$ cat config.mk
export PLATFORM = sky130hd
export DESIGN_NAME = intr_ctrl
export DESIGN_NICKNAME = d
export VERILOG_FILES = /design/src/rtl/intr_ctrl.sv
export SDC_FILE = /design/constraint.sdc
export NUM_CORES = 1
export LEC_CHECK = 0
export BUFFER_PORTS_ARGS = -buffer_cell sky130_fd_sc_hd__buf_2
export CAP_MARGIN = 20
export CORE_ASPECT_RATIO = 0.7
export CORE_UTILIZATION = 45
export CTS_CLUSTER_SIZE = 20
export DETAILED_ROUTE_END_ITERATION = 10
export GPL_TIMING_DRIVEN = 0
export PLACE_DENSITY = 0.75
export SLEW_MARGIN = 20
export SYNTH_ARGS = -nofsm -noshare
export SYNTH_HDL_FRONTEND = slang
export SYNTH_SLANG_ARGS = --single-unit
$ cat constraint.sdc
create_clock -name clk -period 4.4 [get_ports clk]
set_clock_uncertainty 0.15 [all_clocks]
set_input_delay 0.66 -clock clk [delete_from_list [all_inputs] [get_ports clk]]
set_output_delay 0.66 -clock clk [all_outputs]
set_load 0.01 [all_outputs]
$ cat src/rtl/intr_ctrl.sv
// Parametrised N-source interrupt controller: latched status, mask, priority vector,
// pulse/level CPU interrupt line. Define INTR_COUNT_EN to add per-source event counters.
module intr_ctrl #(
  parameter int unsigned NUM_INTR    = 4,
  parameter int unsigned OUT_MODE    = 0,
  parameter int unsigned PULSE_LEN   = 1,
  parameter int unsigned HOLDOFF_LEN = 2,
  localparam int unsigned VW = (NUM_INTR > 1) ? $clog2(NUM_INTR) : 1
) (
  input  logic                clk,
  input  logic                reset_i,
  input  logic [NUM_INTR-1:0] intr_signal_i,
  input  logic [NUM_INTR-1:0] intr_force_i,
  input  logic [NUM_INTR-1:0] intr_clear_i,
  input  logic [NUM_INTR-1:0] intr_mask_i,
  output logic [NUM_INTR-1:0] intr_status_o,
  output logic [NUM_INTR-1:0] intr_pending_o,
  output logic                intr_valid_o,
  output logic [VW-1:0]       intr_vector_o,
`ifdef INTR_COUNT_EN
  input  logic [VW-1:0]       intr_count_sel_i,
  output logic [7:0]          intr_count_o,
`endif
  output logic                bus_intr_o
);

  localparam int unsigned MAX_LEN = (PULSE_LEN > HOLDOFF_LEN) ? PULSE_LEN : HOLDOFF_LEN;
  localparam int unsigned CW      = $clog2(MAX_LEN + 1);

  logic [NUM_INTR-1:0] set_c;
  logic [NUM_INTR-1:0] status_d, status_q;
  logic [NUM_INTR-1:0] pending_d, pending_q;
  logic [VW-1:0]       vector_d, vector_q;
  logic                valid_q;

  // Set wins over clear so a strobe coinciding with a clear is never lost
  always_comb begin
    set_c     = intr_signal_i | intr_force_i;
    status_d  = (status_q & ~intr_clear_i) | set_c;
    pending_d = status_d & intr_mask_i;
  end

  // Fixed priority, bit 0 highest
  always_comb begin
    vector_d = '0;
    for (int i = int'(NUM_INTR) - 1; i >= 0; i--) begin
      if (pending_d[i]) vector_d = VW'(i);
    end
  end

  always_ff @(posedge clk or posedge reset_i) begin
    if (reset_i) begin
      status_q  <= '0;
      pending_q <= '0;
      valid_q   <= 1'b0;
      vector_q  <= '0;
    end else begin
      status_q  <= status_d;
      pending_q <= pending_d;
      valid_q   <= |pending_d;
      vector_q  <= vector_d;
    end
  end

  assign intr_status_o  = status_q;
  assign intr_pending_o = pending_q;
  assign intr_valid_o   = valid_q;
  assign intr_vector_o  = vector_q;

  generate
    if (OUT_MODE == 1) begin : g_level
      assign bus_intr_o = valid_q;
    end else begin : g_pulse
      typedef enum logic [1:0] {IDLE, ASSERT, HOLDOFF} state_e;

      state_e        state_q, state_d;
      logic [CW-1:0] cnt_q, cnt_d;
      logic          retrig_q, retrig_d;
      logic          bus_q, bus_d;
      logic          new_evt_c;

      // Only a 0->1 transition of an enabled bit is a new event
      assign new_evt_c = |(set_c & intr_mask_i & ~status_q);

      always_ff @(posedge clk or posedge reset_i) begin
        if (reset_i) begin
          state_q  <= IDLE;
          cnt_q    <= '0;
          retrig_q <= 1'b0;
          bus_q    <= 1'b0;
        end else begin
          state_q  <= state_d;
          cnt_q    <= cnt_d;
          retrig_q <= retrig_d;
          bus_q    <= bus_d;
        end
      end

      always_comb begin
        state_d  = state_q;
        cnt_d    = cnt_q;
        retrig_d = retrig_q;
        case (state_q)
          IDLE: begin
            if (new_evt_c) begin
              state_d = ASSERT;
              cnt_d   = CW'(PULSE_LEN - 1);
            end
          end
          ASSERT: begin
            if (new_evt_c) retrig_d = 1'b1;
            if (cnt_q == '0) begin
              state_d = HOLDOFF;
              cnt_d   = CW'(HOLDOFF_LEN - 1);
            end else begin
              cnt_d = cnt_q - CW'(1);
            end
          end
          HOLDOFF: begin
            if (new_evt_c) retrig_d = 1'b1;
            if (cnt_q == '0) begin
              // An event arriving on the final holdoff cycle still retriggers
              retrig_d = 1'b0;
              if ((retrig_q || new_evt_c) && (|pending_d)) begin
                state_d = ASSERT;
                cnt_d   = CW'(PULSE_LEN - 1);
              end else begin
                state_d = IDLE;
              end
            end else begin
              cnt_d = cnt_q - CW'(1);
            end
          end
          default: begin
            state_d  = IDLE;
            cnt_d    = '0;
            retrig_d = 1'b0;
          end
        endcase
        bus_d = (state_d == ASSERT);
      end

      assign bus_intr_o = bus_q;
    end
  endgenerate

`ifdef INTR_COUNT_EN
  logic [NUM_INTR-1:0][7:0] evt_cnt_d, evt_cnt_q;
  logic [7:0]               count_d, count_q;

  // Saturating per-source counters; clear beats increment
  always_comb begin
    count_d = '0;
    for (int i = 0; i < int'(NUM_INTR); i++) begin
      evt_cnt_d[i] = evt_cnt_q[i];
      if (intr_clear_i[i]) begin
        evt_cnt_d[i] = '0;
      end else if (set_c[i] && intr_mask_i[i] && (evt_cnt_q[i] != 8'hFF)) begin
        evt_cnt_d[i] = evt_cnt_q[i] + 8'd1;
      end
      if (VW'(i) == intr_count_sel_i) count_d = evt_cnt_d[i];
    end
  end

  always_ff @(posedge clk or posedge reset_i) begin
    if (reset_i) begin
      evt_cnt_q <= '0;
      count_q   <= '0;
    end else begin
      evt_cnt_q <= evt_cnt_d;
      count_q   <= count_d;
    end
  end

  assign intr_count_o = count_q;
`endif

endmodule

==> flow_metrics.py <==
metrics = {
    "sta": {
        "hold_ws_ns": 0.2781,
        "setup_viol": 0,
        "finalHoldViolCount": 0,
        "final_period_utilization": 0.4134,
        "timing.fmax_mhz": 549.8,
        "rsz0062_at_grt": "no",
        "final.setup.worst_slack_ns": 2.581,
        "final.min_clock_period_ns": 1.819,
        "worstMarginPinSlew_ns": 0.6298,
        "timing_max_transition_violations_final": 0,
        "fin_setup_tns_ns": 0,
        "max-slew-margin-rel": 0.5797,
    },
    "layout": {
        "final_common_cell": "sky130_fd_sc_hd__buf_2",
        "layout_common_cells": "29 x sky130_fd_sc_hd__buf_2, 17 x sky130_fd_sc_hd__dfrtp_1, 9 x sky130_fd_sc_hd__inv_1",
        "drive_gt1_frac": 0.3419,
        "area_growth_syn_to_fin_pct": 22.55,
        "n_antenna_cell": 0,
        "nFillCells": 156,
        "final_core_utilization": 0.6316,
        "finalNonFillerCells": 138,
        "finalInstanceArea_um2": 1081,
        "final_net_count": 140,
    },
    "grt": {
        "initial_antenna_violation_count": 0,
        "first_global_vias": 662,
        "pin_count_of_the_biggest_net_entering_global_routing": 18,
        "gr-total-overflow": 0,
        "grt_first_pass_wirelength_um": 2891,
        "grt.total_usage": 0.2043,
    },
    "clock_tree": {
        "number_of_hold_repair_buffers_added_at_the_cts_stage": 0,
        "clkSinkCount": 17,
        "cts.repair_timing.setup_buffer_count": 0,
        "h-tree-depth": 1,
        "cts.root.buffer_cell": "sky130_fd_sc_hd__clkbuf_4",
        "cts_tree": "built",
        "clock_tree.buffer_depth": 2,
        "cts_made_buffers": 3,
        "clkTransAtPathRegs_ns": 0.10,
        "ctsResizeCount": 0,
        "clock_insertion_delay_worst_skew_ns": 0.29,
    },
    "drt": {
        "ant_nets": 0,
        "drc": 0,
        "dr_total_vias": 695,
        "postRouteWirelength_um": 1653,
        "wl_per_cell_um": 11.98,
        "drtIter0Drc": 35,
        "route.detailed.vias_per_inst": 5.036,
        "drtPass1Iterations": 4,
    },
    "floorplan": {
        "chipHeight_um": 39.04,
        "core.rowCount": 12,
        "num_io_pins": 30,
        "core_area_um2": 1712,
        "initial_utilization": 0.5154,
        "floorplan_die_area_um2": 2144,
        "horizontal_die_dimension_um": 54.92,
    },
    "yosys": {
        "yosysTopAreaCellShare": 0.4823,
        "avg_inst_size_synth_um2": 10.50,
        "mappedNetlistNets": 106,
        "ys_warn_count": 0,
        "ys_types": 30,
        "ys_seq_area_frac": 0.4823,
        "library_cell_with_the_largest_summed_area_after_synthesis": "sky130_fd_sc_hd__dfrtp_1",
        "synth_seq_cells": 17,
        "post_synth_instance_area_um2": 882.1,
        "ys_top_cells_by_area": "sky130_fd_sc_hd__dfrtp_1 48%, sky130_fd_sc_hd__ha_1 5.7%, sky130_fd_sc_hd__nand2b_1 5.0%, sky130_fd_sc_hd__a21oi_1 4.0%, sky130_fd_sc_hd__inv_1 3.8%",
        "synth_async_sr_flop_share": 1.000,
        "synthCells": 84,
        "synth_enable_flop_cells": 0,
        "synth_ff_type": "sky130_fd_sc_hd__dfrtp_1",
    },
    "power": {
        "cellPowerDensity_nw_per_um2": 414.5,
        "ir_drop_v": 0.0002307,
        "leakage_nw": 0.5475,
        "power_uw": 448.0,
    },
    "placement": {
        "numPlacedInstances": 134,
        "postPlaceCellArea_um2": 1054,
        "portBuffers": 29,
        "post-place-ws_ns": 2.325,
        "place.gp.congestion": 0.7602,
        "dpl.hpwl_um": 1357,
    },
    "setup_path": {
        "r2r-start": "intr_status_o[2]",
        "worst-endpoint-arrival_ns": 1.86,
        "timing.critical_path.fanout_max": 3,
        "path_class": "reg -> reg",
        "timing.critical_path.from": "intr_status_o[2]",
        "critPathCapture": "g_pulse.cnt_q[0]",
        "ff2ff_path_depth": 5,
        "r2r_end": "g_pulse.cnt_q[0]",
        "setup.reg_to_reg.worst_slack_ns": 2.58,
        "worstPathRequired_ns": 4.44,
        "cp-start-kind": "flip-flop",
        "setup.worst_path.end_class": "flip-flop",
    },
    "worst_hold_path": {
        "worst_hold_path_type": "in -> async",
    },
    "status": {
        "outcome": "finished, final reports clean",
    },
    "run": {
        "max_cap_viol_count": 0,
    },
}
[cell families (layout without fill, tap and decap cells)]
kind of cell | count (synthesis) | count (layout) | synth area share
flops | 17 | 17 | 0.4823
compound gates | 23 | 23 | 0.2014
fa+ha+maj | 4 | 4 | 0.05674
simple gates | 31 | 31 | 0.2213
buf+inv | 9 | 42 | 0.03830
[layer usage]
layer  track usage  routed length, µm  up-vias
li1              -                  -      359
met1        0.2701                825      304
met2        0.3042                662       30
met3       0.07059                147        2
met4       0.07500                 17        0
met5             0                  0        -
[area by class of cell]
class / count / area (µm²) / share of cell area
tap: 21 / 26.28 / 0.02431
clock buffer: 3 / 22.52 / 0.02083
timing repair buffer: 29 / 145.1 / 0.1343
sequential: 17 / 425.4 / 0.3935
clock inverter: 1 / 5.005 / 0.004630
multi-input combinational: 58 / 422.9 / 0.3912
inverter: 9 / 33.78 / 0.03125
[where the power goes]
part | internal, mW | switching [mW]
clock | 0.0338 | 0.0498
sequential | 0.180 | 0.0139
combinational | 0.0760 | 0.0942
[worst max-delay path, cell delays in order, from the launching register on]
cell and delay [ns]:
sky130_fd_sc_hd__dfrtp_1 0.41, sky130_fd_sc_hd__nor2b_1 0.15, sky130_fd_sc_hd__o31ai_1 0.41, sky130_fd_sc_hd__nand4b_1 0.28, sky130_fd_sc_hd__a21oi_1 0.22, sky130_fd_sc_hd__o21ai_1 0.09
[registers in the layout, summed over array words and instances (netlist names)]
signal / cells
g_pulse.retrig_q: 1
intr_pending_o: 4
g_pulse.cnt_q: 2
bus_intr_o: 1
g_pulse.state_q: 2
intr_valid_o: 1
intr_vector_o: 2
intr_status_o: 4
[worst min path at each step]
stage	from	endpoint	slack, ns	cells past startpoint
after global placement	g_pulse.retrig_q	g_pulse.retrig_q	0.32	1
final	reset_i	intr_status_o[1]	0.28	2
after floorplan	g_pulse.retrig_q	g_pulse.retrig_q	0.30	1
after CTS	reset_i	intr_status_o[1]	0.30	2
after detailed placement	g_pulse.retrig_q	g_pulse.retrig_q	0.33	1
after global routing	reset_i	bus_intr_o	0.33	2
[cell usage after synthesis, types with 2 or more instances]
| master | instances |
|---|---|
| sky130_fd_sc_hd__a21oi_1 | 7 |
| sky130_fd_sc_hd__nand3_1 | 2 |
| sky130_fd_sc_hd__nand2b_1 | 7 |
| sky130_fd_sc_hd__nand2b_4 | 2 |
| sky130_fd_sc_hd__nor2_1 | 4 |
| sky130_fd_sc_hd__nor2b_1 | 4 |
| sky130_fd_sc_hd__inv_1 | 9 |
| sky130_fd_sc_hd__o22a_1 | 3 |
| sky130_fd_sc_hd__dfrtp_1 | 17 |
| sky130_fd_sc_hd__o31ai_1 | 3 |
| sky130_fd_sc_hd__ha_1 | 4 |
| sky130_fd_sc_hd__nand2_1 | 4 |
Note: power is estimated with default switching activity, not from simulation.
